### config.mk
export PLATFORM = sky130hd
export DESIGN_NAME = approx_mul_error_monitor
export DESIGN_NICKNAME = d
export VERILOG_FILES = /design/src/rtl/approx_mul_error_monitor_pkg.sv /design/src/rtl/approx_mul_error_monitor_err_stage.sv /design/src/rtl/approx_mul_error_monitor.sv
export SDC_FILE = /design/constraint.sdc
export NUM_CORES = 1
export LEC_CHECK = 0
export ABC_AREA = 1
export ABC_CLOCK_PERIOD_IN_PS = 2230
export BUFFER_PORTS_ARGS = -buffer_cell sky130_fd_sc_hd__buf_2
export CORE_UTILIZATION = 54
export CTS_CLUSTER_DIAMETER = 30
export DETAILED_ROUTE_END_ITERATION = 8
export PLACE_DENSITY = 0.75
export SYNTH_ARGS = -nofsm -noshare
export SYNTH_HDL_FRONTEND = slang
export SYNTH_SLANG_ARGS = --single-unit
### constraint.sdc
create_clock -name clk -period 2.23 [get_ports clk]
set_input_delay 0.1115 -clock clk [delete_from_list [all_inputs] [get_ports clk]]
set_output_delay 0.1115 -clock clk [all_outputs]
set_load 0.05 [all_outputs]
### src/rtl/approx_mul_error_monitor_pkg.sv
// Shared types and width helpers for the approximate-multiplier error monitor.
package approx_mul_error_monitor_pkg;

  typedef enum logic [1:0] {
    IDLE  = 2'd0,
    SWEEP = 2'd1,
    DRAIN = 2'd2,
    DONE  = 2'd3
  } mon_state_e;

  localparam int DRAIN_CYCLES = 2;

  // The sum accumulator holds 2^IN_W values of up to 2^OUT_W-1, so it never wraps.
  function automatic int sum_w(input int in_w, input int out_w);
    return out_w + in_w;
  endfunction

  function automatic int cnt_w(input int in_w);
    return in_w + 1;
  endfunction

endpackage

### src/rtl/approx_mul_error_monitor_err_stage.sv
// Two-stage pipeline: S1 captures exact product and DUT response, S2 the absolute error.
module approx_err_stage #(
  parameter int IN_W  = 4,
  parameter int OUT_W = 4
) (
  input  logic             clk,
  input  logic             rst,
  input  logic             in_valid,
  input  logic [IN_W-1:0]  dut_in,
  input  logic [OUT_W-1:0] dut_out,
  output logic             err_valid,
  output logic [OUT_W-1:0] abs_err
);

  localparam int OP_W = IN_W / 2;

  logic [OUT_W-1:0] s1_exact_d, s1_exact_q;
  logic [OUT_W-1:0] s1_out_d,   s1_out_q;
  logic             s1_valid_d, s1_valid_q;
  logic [OUT_W-1:0] s2_err_d,   s2_err_q;
  logic             s2_valid_d, s2_valid_q;

  always_comb begin
    s1_exact_d = OUT_W'(dut_in[OP_W-1:0]) * OUT_W'(dut_in[IN_W-1:OP_W]);
    s1_out_d   = dut_out;
    s1_valid_d = in_valid;
    s2_err_d   = (s1_exact_q >= s1_out_q) ? (s1_exact_q - s1_out_q)
                                          : (s1_out_q - s1_exact_q);
    s2_valid_d = s1_valid_q;
  end

  // NOTE: sequential state uses non-blocking assignments so every flop samples pre-edge values.
  always_ff @(posedge clk or posedge rst) begin
    if (rst) begin
      s1_exact_q <= '0;
      s1_out_q   <= '0;
      s1_valid_q <= 1'b0;
      s2_err_q   <= '0;
      s2_valid_q <= 1'b0;
    end else begin
      s1_exact_q <= s1_exact_d;
      s1_out_q   <= s1_out_d;
      s1_valid_q <= s1_valid_d;
      s2_err_q   <= s2_err_d;
      s2_valid_q <= s2_valid_d;
    end
  end

  assign err_valid = s2_valid_q;
  assign abs_err   = s2_err_q;

endmodule

### src/rtl/approx_mul_error_monitor.sv
// Sweeps every input vector through an approximate multiplier and accumulates error statistics.
module approx_mul_error_monitor
  import approx_mul_error_monitor_pkg::*;
#(
  parameter int IN_W  = 4,
  parameter int OUT_W = 4,
  parameter int ET    = 5
) (
  input  logic                           clk,
  input  logic                           rst,
  input  logic                           start,
  output logic [IN_W-1:0]                dut_in,
  input  logic [OUT_W-1:0]               dut_out,
  output logic                           busy,
  output logic                           done,
  output logic [OUT_W-1:0]               max_err,
  output logic [cnt_w(IN_W)-1:0]         err_count,
  output logic [sum_w(IN_W, OUT_W)-1:0]  sum_err,
  output logic                           pass
);

  localparam int CNT_W   = cnt_w(IN_W);
  localparam int SUM_W   = sum_w(IN_W, OUT_W);
  localparam int DRAIN_W = $clog2(DRAIN_CYCLES + 1);
  localparam logic [CNT_W-1:0]   LAST_VEC   = CNT_W'((2 ** IN_W) - 1);
  localparam logic [DRAIN_W-1:0] LAST_DRAIN = DRAIN_W'(DRAIN_CYCLES - 1);

  mon_state_e         state_d, state_q;
  logic [CNT_W-1:0]   vec_d, vec_q;
  logic [DRAIN_W-1:0] drain_d, drain_q;
  logic [OUT_W-1:0]   max_err_d, max_err_q;
  logic [CNT_W-1:0]   err_count_d, err_count_q;
  logic [SUM_W-1:0]   sum_err_d, sum_err_q;
  logic               pass_d, pass_q;
  logic               pass_now;
  logic               err_valid;
  logic [OUT_W-1:0]   abs_err;

  approx_err_stage #(
    .IN_W  (IN_W),
    .OUT_W (OUT_W)
  ) u_err_stage (
    .clk       (clk),
    .rst       (rst),
    .in_valid  (state_q == SWEEP),
    .dut_in    (vec_q[IN_W-1:0]),
    .dut_out   (dut_out),
    .err_valid (err_valid),
    .abs_err   (abs_err)
  );

  assign pass_now = (32'(max_err_q) <= 32'(ET));

  // NOTE: every signal gets a default before the case so no path leaves it unassigned (no latches).
  always_comb begin
    state_d     = state_q;
    vec_d       = vec_q;
    drain_d     = drain_q;
    max_err_d   = max_err_q;
    err_count_d = err_count_q;
    sum_err_d   = sum_err_q;
    pass_d      = pass_q;

    if (err_valid) begin
      if (abs_err > max_err_q) max_err_d = abs_err;
      err_count_d = err_count_q + CNT_W'(abs_err != '0);
      sum_err_d   = sum_err_q + SUM_W'(abs_err);
    end

    unique case (state_q)
      IDLE: begin
        if (start) begin
          state_d     = SWEEP;
          vec_d       = '0;
          max_err_d   = '0;
          err_count_d = '0;
          sum_err_d   = '0;
          pass_d      = 1'b0;
        end
      end
      SWEEP: begin
        // The last vector stays on dut_in while the pipeline drains.
        if (vec_q == LAST_VEC) begin
          state_d = DRAIN;
          drain_d = '0;
        end else begin
          vec_d = vec_q + 1'b1;
        end
      end
      DRAIN: begin
        if (drain_q == LAST_DRAIN) state_d = DONE;
        else                       drain_d = drain_q + 1'b1;
      end
      DONE: begin
        pass_d  = pass_now;
        state_d = IDLE;
      end
      default: state_d = IDLE;
    endcase
  end

  always_ff @(posedge clk or posedge rst) begin
    if (rst) begin
      state_q     <= IDLE;
      vec_q       <= '0;
      drain_q     <= '0;
      max_err_q   <= '0;
      err_count_q <= '0;
      sum_err_q   <= '0;
      pass_q      <= 1'b0;
    end else begin
      state_q     <= state_d;
      vec_q       <= vec_d;
      drain_q     <= drain_d;
      max_err_q   <= max_err_d;
      err_count_q <= err_count_d;
      sum_err_q   <= sum_err_d;
      pass_q      <= pass_d;
    end
  end

  assign dut_in    = vec_q[IN_W-1:0];
  assign busy      = (state_q == SWEEP) || (state_q == DRAIN);
  assign done      = (state_q == DONE);
  assign max_err   = max_err_q;
  assign err_count = err_count_q;
  assign sum_err   = sum_err_q;
  // The verdict is visible in the DONE cycle itself, then held in IDLE.
  assign pass      = (state_q == DONE) ? pass_now : pass_q;

endmodule

==> qor.txt, run 1 <==
critical-path maximum fanout: 7
Ports: 31
root buf cell: clkbuf_8
count of different cell masters after synthesis: 28
count of filler cells inserted in the layout: 354
maximum vdd drop: 0.0008917 V
via density per instance: 4.989
share of synthesized area occupied by flip-flops and latches: 42.89%
maximum number of pins on one net before global-route repair: 42
DIE AREA: 4700 µm²
standard-cell rows: 23
maximum operating frequency: 598.1 MHz
Hold Crit Class: in -> reg
Final Hold Viols: 0
Max clock buf depth: 2
detailed router's first-iteration violation count: 74
max_cap viols: 0
total power density per cell area: 1369 nW/µm²
DRT Pass-1 Iters: 4
arrival time of data at the critical path endpoint: 1.89 ns
final total negative setup slack: 0 ns
GRT Overall Usage: 21.63%
Place WS: 0.5577 ns
Nets: 351
RSZ-0062 raised after global routing: false
worst slew pin tran: 0.5281 ns
Syn Std Cell Area: 2392 µm²
Yosys warning count: 0
initial antenna violation count: 0
critical setup path kind: reg -> reg
worst-case headroom to the max-slew limit: 64.71%
Post-Synthesis Mean Instance Area: 8.575 µm²
count of endpoints failing setup in the final report: 0
critical path required time: 2.45 ns
y dimension of the die: 68.56 µm
run status: completed
worst-case clock skew: 0.001912 ns
area added between synthesis and finish: 13.02%
crit start category: register
# diodes: 0
final worst slack: 0.5580 ns
PortBufs: 30
Leak: 1.522 nW
number of vias in the routed layout: 1,821
number of hold buffers added after CTS: 5
Seq cells post-synth: 41
CP Capture Type: register
Cells on Worst Hold Path: 4
number of cells after detailed placement: 353
register cell area after layout: 1026 µm²
Mapped Nets: 315
CTS Buf Count: 5
DRC violations left: 0
area taken by multi-input logic gates: 1142 µm²
Synth Instances: 279
utilization after layout: 65.70%
count of antenna-violating nets left after detailed routing: 0
CTS resizes: 0
via count of the first global-routing pass: 1,766
Tcrit/Tclk final: 74.98%
share of post-route cells with drive strength above 1: 14.92%
insertion delay of the later-clocked pin in the worst-skew pair: 0.29 ns
starting density of the core: 58.13%
standard cell core area: 4115 µm²
DIE WIDTH: 68.56 µm
gpl congestion: 0.8178
number of pins with negative max-slew slack in the final report: 0
fin area: 2704 µm²
final non-filler cell total: 365
fin crit period: 1.672 ns
TritonCTS clock tree: built
mean routed wirelength per cell: 11.21 µm
clock transition at the registers of the reported paths: 0.07 ns
depth of the worst register-to-register path: 11
Clock Sink Count: 41
half-perimeter wire length after placement: 3.001 mm
sum of overflow across all layers after global routing: 0
area post-placement: 2567 µm²
level count of the clock H-tree: 2
number of buffers inserted to repair setup after CTS: 0
global-route wire length before repair: 7.238 mm
Hold WS: 0.2301 ns
Routed WL: 4.092 mm
post-route total power: 3.702 mW
[synthesized netlist by cell type (all sizes together)]
cell type / n / area (µm²)
nand3: 19 / 95.09
fa: 3 / 60.06
o21bai: 1 / 7.510
inv: 45 / 171.4
ha: 26 / 325.3
dfrtp: 41 / 1026
xor2: 3 / 26.28
or2: 2 / 15.02
mux2i: 1 / 10.01
nand4: 2 / 12.51
buf: 8 / 52.55
nand2: 55 / 221.5
xnor2: 2 / 17.52
a21oi: 22 / 110.1
o21ai: 13 / 65.06
o22ai: 2 / 12.51
nor3: 1 / 5.000
nor2: 27 / 116.4
and3: 2 / 12.51
nand3b: 1 / 7.510
o211ai: 3 / 22.52
[power by group]
| part | internal [mW] | switching, mW |
|---|---|---|
| registers | 0.963 | 0.190 |
| clock network | 0.245 | 0.240 |
| logic | 0.616 | 1.45 |
[cell families after synthesis]
| logic type | synth area share, % |
|---|---|
| XOR/XNOR | 1.831 |
| buffers and inverters | 9.362 |
| AND/OR/NAND/NOR | 20.29 |
| adder cells (fa/ha/maj) | 16.11 |
| multiplexers | 0.4184 |
| flip-flops | 42.89 |
| AO/OA/AOI/OAI | 9.100 |
[critical path, cell delays in order (launching register included)]
cell and delay (ns):
dfrtp_1 0.44, ha_1 0.25, nand2_1 0.07, nor2_1 0.04, ha_1 0.20, nor2_4 0.18, inv_2 0.08, nand2_4 0.06
nand2_4 0.05, inv_4 0.07, nand3_1 0.08, o21ai_1 0.08
[path summary, 6_finish.rpt]
kind	start	end	slack (ns)
worst max-delay path	vec_q[0]$_DFFE_PP0P_	vec_q[3]$_DFFE_PP0P_	0.56
worst min-delay path	start	vec_q[1]$_DFFE_PP0P_	0.23
worst max register to register	vec_q[0]$_DFFE_PP0P_	vec_q[3]$_DFFE_PP0P_	0.56
worst min register to register	u_err_stage.s1_valid_q$_DFF_PP0_	u_err_stage.err_valid$_DFF_PP0_	0.35
max in group asynchronous	rst	u_err_stage.s1_out_q[3]$_DFF_PP0_	1.38
min in group asynchronous	rst	state_q[1]$_DFFE_PP0P_	0.50
[metal layers]
metal | wire length, µm | track usage, % | part of all wire (%) | vias to the layer above
met4 | 79 | 10.42 | 1.9 | 0
met3 | 139 | 5.921 | 3.4 | 5
met1 | 1886 | 23.91 | 46 | 830
met5 | 0 | 0 | 0 | -
li1 | - | - | - | 956
met2 | 1987 | 38.11 | 49 | 30
[layout by cell type (no fill, tap or decap), types with 3 or more instances in the layout]
cell type and count:
nand2_1 53, inv_1 42, dfrtp_1 41, buf_2 30
ha_1 26, nor2_1 25, a21oi_1 22, nand3_1 19
o21ai_0 11, clkbuf_8 6, dlygate4sd3_1 5, xor2_1 3
o211ai_1 3, fa_1 3
[flip-flops by register name, summed over array words and instances (netlist names)]
register                cells
drain_q                     2
state_q                     2
max_err                     4
err_count                   5
vec_q                       5
u_err_stage.abs_err         4
sum_err                     8
u_err_stage.s1_valid_q      1
u_err_stage.s1_out_q        4
u_err_stage.s1_exact_q      4
u_err_stage.err_valid       1
pass_q                      1
[final cells by class]
class / count / area share, %
Multi-Input combinational cell: 185 / 42.25
Sequential cell: 41 / 37.95
Timing Repair Buffer: 37 / 7.959
Inverter: 45 / 6.340
Clock buffer: 7 / 3.193
Tap cell: 50 / 2.314
Power figures use the tool's default switching activity.
==> inputs of run 2 (changes only) <==
--- a/config.mk
+++ b/config.mk
@@ -6,12 +6,12 @@
 export NUM_CORES = 1
 export LEC_CHECK = 0
 export ABC_AREA = 1
-export ABC_CLOCK_PERIOD_IN_PS = 2230
+export ABC_CLOCK_PERIOD_IN_PS = 1450
 export BUFFER_PORTS_ARGS = -buffer_cell sky130_fd_sc_hd__buf_2
-export CORE_UTILIZATION = 54
+export CORE_UTILIZATION = 52
 export CTS_CLUSTER_DIAMETER = 30
 export DETAILED_ROUTE_END_ITERATION = 8
-export PLACE_DENSITY = 0.75
+export PLACE_DENSITY = 0.76
 export SYNTH_ARGS = -nofsm -noshare
 export SYNTH_HDL_FRONTEND = slang
 export SYNTH_SLANG_ARGS = --single-unit
==> constraint.sdc (replaced) <==
create_clock -name clk -period 1.45 [get_ports clk]
set_input_delay 0.0725 -clock clk [delete_from_list [all_inputs] [get_ports clk]]
set_output_delay 0.0725 -clock clk [all_outputs]
set_load 0.05 [all_outputs]
==> run 2 against run 1 <==
The run now ends with negative setup slack left. Clock-buffer cell count up 1. Combinational power up 94%. Die area up 3.7%. Final area up 15%. Sequential share of layout area down 4.6 points. Flip-flop and latch count unchanged. Sequential power up 60%. Largest cell class unchanged. Critical endpoint is now pass. Routed wire length up 23%. Total power up 77%. Via count up 7.4%.
==> qor.txt, run 2 (synthesis gave the netlist of run 1 again) <==
run status: finished with violations (was completed)
violations in the final reports: negative setup slack
sum of overflow across all layers after global routing: 0 (unchanged)
worst-case headroom to the max-slew limit: 66.07% (was 64.71%)
GR met2 Demand/Resource: 39.10% (was 38.11%)
starting density of the core: 54.57% (was 58.13%)
depth of the worst register-to-register path: 6 (was 11)
count of endpoints failing setup in the final report: 5 (was 0)
arrival time of data at the critical path endpoint: 1.43 ns (was 1.89 ns)
y dimension of the die: 69.83 µm (was 68.56 µm)
initial antenna violation count: 0 (unchanged)
number of vias in the routed layout: 1,956 (was 1,821)
DIE AREA: 4876 µm² (was 4700 µm²)
worst slew pin tran: 0.5089 ns (was 0.5281 ns)
Final Hold Viols: 0 (unchanged)
utilization after layout: 71.12% (was 65.70%)
clock network fraction of design power: 11.1% (was 13.1%)
fin area: 3118 µm² (was 2704 µm²)
worst-case clock skew: 0.005312 ns (was 0.001912 ns)
Place WS: -0.07454 ns (was 0.5577 ns)
CP Capture Type: output pin (was register)
RSZ-0062 raised after global routing: true (was false)
maximum operating frequency: 667.5 MHz
Sw Share: 50.22% (was 50.73%)
via density per instance: 5.028 (was 4.989)
DRC violations left: 0 (unchanged)
number of pins with negative max-slew slack in the final report: 0 (unchanged)
highest-count cells in the layout ignoring fill and taps: nand2_1, inv_1, dfrtp_1 (unchanged)
max_cap viols: 0 (unchanged)
insertion delay of the later-clocked pin in the worst-skew pair: 0.30 ns (was 0.29 ns)
met3 track demand over resource in global routing: 5.814% (was 5.921%)
DRT Pass-1 Iters: 4 (unchanged)
worst reg2reg path startpoint: sum_err[0]$_DFF_PP0_ (was vec_q[0]$_DFFE_PP0P_)
Nets: 372 (was 351)
Routed WL: 5.024 mm (was 4.092 mm)
mean routed wirelength per cell: 12.92 µm (was 11.21 µm)
TritonCTS clock tree: built (unchanged)
critical path required time: 1.38 ns (was 2.45 ns)
maximum vdd drop: 0.001251 V (was 0.0008917 V)
area added between synthesis and finish: 30.33% (was 13.02%)
total power density per cell area: 2104 nW/µm² (was 1369 nW/µm²)
number of cells after detailed placement: 372 (was 353)
final non-filler cell total: 389 (was 365)
post-route total power: 6.560 mW (was 3.702 mW)
PortBufs: 30 (unchanged)
maximum number of pins on one net before global-route repair: 42 (unchanged)
clock transition at the registers of the reported paths: 0.08 ns (was 0.07 ns)
CP cell instances: ha_2, o211ai_1, o21ai_2, buf_6 (was ha_1, nand2_1, nor2_1, ha_1, nor2_4, inv_2, nand2_4, nand2_4, inv_4, nand3_1, o21ai_1)
root buf cell: clkbuf_8 (unchanged)
Clock Sink Count: 41 (unchanged)
Largest stage delay, worst path: 0.38 ns (was 0.44 ns)
critical setup path kind: reg -> out (was reg -> reg)
met1 Usage GRT: 24.24% (was 23.91%)
Critical Path Sink: pass (was vec_q[3]$_DFFE_PP0P_)
sequential fraction of design power: 28.1% (was 31.2%)
Max clock buf depth: 2 (unchanged)
share of post-route cells with drive strength above 1: 38.58% (was 14.92%)
slowest cell on the critical path: dfrtp_1 (unchanged)
count of filler cells inserted in the layout: 332 (was 354)
gpl congestion: 0.8618 (was 0.8178)
grt peak-use layer: met2 (unchanged)
# diodes: 0 (unchanged)
Leak: 1.611 nW (was 1.522 nW)
flip-flop count of the largest register, all copies and words added: 8 (unchanged)
standard cell core area: 4384 µm² (was 4115 µm²)
GRT Overall Usage: 21.58% (was 21.63%)
Net Sw Power: 3.294 mW (was 1.878 mW)
worst setup path startpoint: state_q[0]$_DFFE_PP0P_ (was vec_q[0]$_DFFE_PP0P_)
global-route wire length before repair: 8.314 mm (was 7.238 mm)
DIE WIDTH: 69.83 µm (was 68.56 µm)
Hold Crit Class: in -> reg (unchanged)
CTS Buf Count: 5 (unchanged)
most frequent standard cell in the layout excluding fill and tap cells: nand2_1 (unchanged)
via count of the first global-routing pass: 2,000 (was 1,766)
final worst slack: -0.04824 ns (was 0.5580 ns)
Tcrit/Tclk final: 103.3%
level count of the clock H-tree: 2 (unchanged)
fin crit period: 1.498 ns
Worst R2R End: sum_err[2]$_DFF_PP0_ (was vec_q[3]$_DFFE_PP0P_)
detailed router's first-iteration violation count: 82 (was 74)
design internal power: 3.266 mW (was 1.824 mW)
share of total power in combinational logic: 60.8% (was 55.7%)
area post-placement: 2803 µm² (was 2567 µm²)
critical-path maximum fanout: 4 (was 7)
half-perimeter wire length after placement: 3.467 mm (was 3.001 mm)
crit start category: register (unchanged)
standard-cell rows: 24 (was 23)
Ports: 31 (unchanged)
count of antenna-violating nets left after detailed routing: 0 (unchanged)
slack of the worst reg-to-reg path: -0.03 ns (was 0.56 ns)
==> run 2: timing repair <==
action,4_1_cts,5_1_grt
pin swaps,0,9
buffers inserted,0,4
endpoints found under the setup margin,7,32
hold buffers,5,0
endpoints found under the hold margin,45,0
resized for setup,10,42
==> run 2: area by class of cell <==
cell class | count | area [µm²] | area share, %
clock buffers | 8 | 80.08 | 2.568
flip-flops and latches | 41 | 1039 | 33.31
inverters | 45 | 173.9 | 5.578
well taps | 52 | 65.06 | 2.087
multi-input cells | 185 | 1368 | 43.86
repair buffers | 58 | 392.9 | 12.60
==> run 2: worst min-delay path by stage <==
stage               startpoint                           endpoint  slack (ns)  cells after the start
floorplan           dut_out[0]  u_err_stage.s1_out_q[0]$_DFF_PP0_        0.10                      0
global placement    dut_out[1]  u_err_stage.s1_out_q[1]$_DFF_PP0_        0.18                      1
detailed placement  dut_out[1]  u_err_stage.s1_out_q[1]$_DFF_PP0_        0.18                      1
CTS                      start               sum_err[3]$_DFF_PP0_        0.17                      6
global route             start               sum_err[3]$_DFF_PP0_        0.24                      6
finish                   start               sum_err[3]$_DFF_PP0_        0.19                      6
==> run 2: per-stage QoR <==
step	TNS, ns	hold slack (ns)
3_5_place_dp	-0.1893	0.1818
5_1_grt	-2.041	0.2440
2_1_floorplan	-0.1179	0.1039
6_report	-0.1270	0.1915
3_3_place_gp	-0.05094	0.1800
4_1_cts	-0.02354	0.1702
==> run 2: critical path, delay by kind of cell (launching register included) <==
kind                     cells  cell delay [ns]
AO/OA/AOI/OAI                2             0.30
flip-flops                   1             0.38
adder cells (fa/ha/maj)      1             0.27
buffers and inverters        1             0.18
==> run 2: power by group through the flow <==
stage          Combinational [mW]  Sequential [mW]  Clock [mW]
6_report                     3.99             1.84       0.729
5_1_grt                      4.37             1.89       0.789
4_1_cts                      3.67             1.84       0.739
3_5_place_dp                 3.59             1.85           0
3_3_place_gp                 3.51             1.84           0
2_1_floorplan                2.20             2.41           0
==> run 2: layer usage <==
metal / routed length, µm / up-vias / part of all wire, %
met5: 0 / - / 0
met4: 117 / 0 / 2.3
met3: 198 / 12 / 3.9
met2: 2580 / 40 / 51
met1: 2128 / 911 / 42
li1: - / 993 / -
==> inputs of run 3 (changes only) <==
--- a/config.mk
+++ b/config.mk
@@ -8,6 +8,7 @@
 export ABC_AREA = 1
 export ABC_CLOCK_PERIOD_IN_PS = 1450
 export BUFFER_PORTS_ARGS = -buffer_cell sky130_fd_sc_hd__buf_2
+export CORE_ASPECT_RATIO = 0.6
 export CORE_UTILIZATION = 52
 export CTS_CLUSTER_DIAMETER = 30
 export DETAILED_ROUTE_END_ITERATION = 8
==> run 3 against run 2 <==
The flow still finishes with violations (negative setup slack). Critical path depth increased by 7. First-iteration DRC count increased by 23%. Maximum frequency decreased by 4.5%. Hold slack got worse by 0.028 ns. Sequential share of layout area decreased by 1.6 points.
==> qor.txt, run 3 (synthesis gave the netlist of run 1 again) <==
TritonCTS clock tree: built (unchanged)
final worst slack: -0.1185 ns (was -0.04824 ns)
Hold Crit Class: in -> reg (unchanged)
sequential fraction of design power: 26.6% (was 28.1%)
DIE AREA: 4885 µm² (was 4876 µm²)
worst-case headroom to the max-slew limit: 78.06% (was 66.07%)
clock network fraction of design power: 10.9% (was 11.1%)
critical setup path kind: reg -> reg (was reg -> out)
gpl congestion: 0.8395 (was 0.8618)
share of total power in combinational logic: 62.6% (was 60.8%)
count of endpoints failing setup in the final report: 15 (was 5)
clock transition at the registers of the reported paths: 0.08 ns (about the same)
design internal power: 3.399 mW (was 3.266 mW)
fin crit period: 1.568 ns (was 1.498 ns)
critical path required time: 1.69 ns (was 1.38 ns)
worst-case clock skew: 0.007063 ns (was 0.005312 ns)
Clock Sink Count: 41 (unchanged)
crit start category: register (unchanged)
register cell area after layout: 1039 µm² (unchanged)
insertion delay of the later-clocked pin in the worst-skew pair: 0.31 ns (was 0.30 ns)
Leak: 1.670 nW (was 1.611 nW)
root buf cell: clkbuf_8 (unchanged)
final total negative setup slack: -0.8602 ns (was -0.1270 ns)
standard cell core area: 4257 µm² (was 4384 µm²)
half-perimeter wire length after placement: 4.036 mm (was 3.467 mm)
Max clock buf depth: 2 (unchanged)
DRC violations left: 0 (unchanged)
via density per instance: 5.314 (was 5.028)
worst setup path startpoint: vec_q[1]$_DFFE_PP0P_ (was state_q[0]$_DFFE_PP0P_)
DRT Pass-1 Iters: 4 (unchanged)
CP cell instances: ha_2, nand2_1, nor2_1, ha_2, nor2_4, inv_2, nand2_4, nand2_4, inv_6, nand3_2, o21ai_1 (was ha_2, o211ai_1, o21ai_2, buf_6)
initial antenna violation count: 0 (unchanged)
depth of the worst register-to-register path: 11 (was 6)
critical hold path startpoint: start (unchanged)
Routed WL: 6.229 mm (was 5.024 mm)
number of cells after detailed placement: 382 (was 372)
Sw Share: 51.53% (was 50.22%)
max_cap viols: 0 (unchanged)
number of pins with negative max-slew slack in the final report: 0 (unchanged)
run status: finished with violations (unchanged)
violations in the final reports: negative setup slack (unchanged)
# diodes: 0 (unchanged)
Cells on Worst Hold Path: 6 (unchanged)
Tcrit/Tclk final: 108.2% (was 103.3%)
count of antenna-violating nets left after detailed routing: 0 (unchanged)
slack of the worst reg-to-reg path: -0.12 ns (was -0.03 ns)
area taken by multi-input logic gates: 1444 µm² (was 1368 µm²)
sum of overflow across all layers after global routing: 0 (unchanged)
starting density of the core: 56.20% (was 54.57%)
Worst R2R End: vec_q[2]$_DFFE_PP0P_ (was sum_err[2]$_DFF_PP0_)
final non-filler cell total: 405 (was 389)
total power density per cell area: 2139 nW/µm² (was 2104 nW/µm²)
CTS Buf Count: 5 (unchanged)
flip-flop count of the largest register, all copies and words added: 8 (unchanged)
mean routed wirelength per cell: 15.38 µm (was 12.92 µm)
area added between synthesis and finish: 37.03% (was 30.33%)
Largest stage delay, worst path: 0.41 ns (was 0.38 ns)
Net Sw Power: 3.614 mW (was 3.294 mW)
CP Capture Type: register (was output pin)
Nets: 380 (was 372)
level count of the clock H-tree: 2 (unchanged)
Ports: 31 (unchanged)
WHS Endpoint: sum_err[3]$_DFF_PP0_ (unchanged)
y dimension of the die: 54.54 µm (was 69.83 µm)
PortBufs: 30 (unchanged)
count of filler cells inserted in the layout: 240 (was 332)
worst slew pin tran: 0.3290 ns (was 0.5089 ns)
RSZ-0062 raised after global routing: true (unchanged)
critical-path maximum fanout: 6 (was 4)
maximum vdd drop: 0.001601 V (was 0.001251 V)
highest-count cells in the layout ignoring fill and taps: nand2_1, inv_1, dfrtp_1 (unchanged)
most frequent standard cell in the layout excluding fill and tap cells: nand2_1 (unchanged)
maximum operating frequency: 637.6 MHz (was 667.5 MHz)
Place WS: -0.1041 ns (was -0.07454 ns)
maximum number of pins on one net before global-route repair: 27 (was 42)
slowest cell on the critical path: dfrtp_1 (unchanged)
global-route wire length before repair: 9.032 mm (was 8.314 mm)
arrival time of data at the critical path endpoint: 1.81 ns (was 1.43 ns)
worst reg2reg path startpoint: vec_q[1]$_DFFE_PP0P_ (was sum_err[0]$_DFF_PP0_)
detailed router's first-iteration violation count: 101 (was 82)
share of post-route cells with drive strength above 1: 43.77% (was 38.58%)
DIE WIDTH: 89.57 µm (was 69.83 µm)
number of vias in the routed layout: 2,152 (was 1,956)
utilization after layout: 77.01% (was 71.12%)
via count of the first global-routing pass: 1,894 (was 2,000)
standard-cell rows: 18 (was 24)
Final Hold Viols: 0 (unchanged)
GRT Overall Usage: 26.08% (was 21.58%)
-- run 3: cell count changes in the layout (fill, tap and decap cells not counted), moves of 3 or more --
cell and delta:
nand3_1 -8, nand3_2 +8, nand2_2 +3, buf_6 +3, nand2_1 -4, buf_4 +4
ha_4 +3
-- run 3: power groups by stage --
stage	combinational, mW	sequential, mW	clock (mW)
finish	4.39	1.86	0.761
global route	4.78	1.91	0.810
CTS	3.88	1.83	0.763
detailed placement	3.65	1.86	0
global placement	3.54	1.83	0
floorplan	2.20	2.41	0
-- run 3: layer usage --
metal | GRT usage [%] | routed length (µm) | vias up
li1 | - | - | 1019
met1 | 37.01 | 2941 | 1051
met2 | 38.51 | 2829 | 62
met3 | 4.977 | 246 | 20
met4 | 12.96 | 212 | 0
met5 | 0 | 0 | -
-- run 3: through the flow --
| step | area, µm² | power (mW) | hold WS [ns] |
|---|---|---|---|
| after floorplan | 2497 | 4.608 | 0.1039 |
| after global placement | 2828 | 5.369 | 0.1154 |
| after detailed placement | 2828 | 5.508 | 0.1244 |
| after CTS | 3060 | 6.478 | 0.1470 |
| after global routing | 3278 | 7.502 | 0.2428 |
| final | 3278 | 7.013 | 0.1633 |
-- run 3: repair_timing --
action	4_1_cts	5_1_grt
resized for setup	21	46
endpoints found under the hold margin	45	0
endpoints found under the setup margin	15	30
setup buffers	4	6
pin swaps	11	18
hold buffers	5	0
-- run 3: how the worst max path moves through the flow --
stage	to	slack (ns)
after floorplan	sum_err[6]$_DFF_PP0_	-0.04
after global placement	u_err_stage.abs_err[2]$_DFF_PP0_	-0.02
after detailed placement	u_err_stage.abs_err[2]$_DFF_PP0_	-0.10
after CTS	vec_q[3]$_DFFE_PP0P_	-0.03
after global routing	vec_q[2]$_DFFE_PP0P_	-0.22
final	vec_q[2]$_DFFE_PP0P_	-0.12
-- run 3: cell type report --
type / instances / share of cell area, %
multi-input combinational: 185 / 44.05
sequential: 41 / 31.68
timing repair buffer: 66 / 14.16
inverter: 45 / 5.305
tap: 60 / 2.290
clock buffer: 6 / 2.214
clock inverter: 2 / 0.3053
-- run 3: worst max-delay path, delay by kind of cell, from the launching register on --
| kind | cells | cell delay [ns] |
|---|---|---|
| AOI/OAI and AO/OA | 1 | 0.09 |
| adders and majority gates | 2 | 0.38 |
| and+or+nand+nor | 6 | 0.46 |
| DFF | 1 | 0.41 |
| buffers and inverters | 2 | 0.16 |
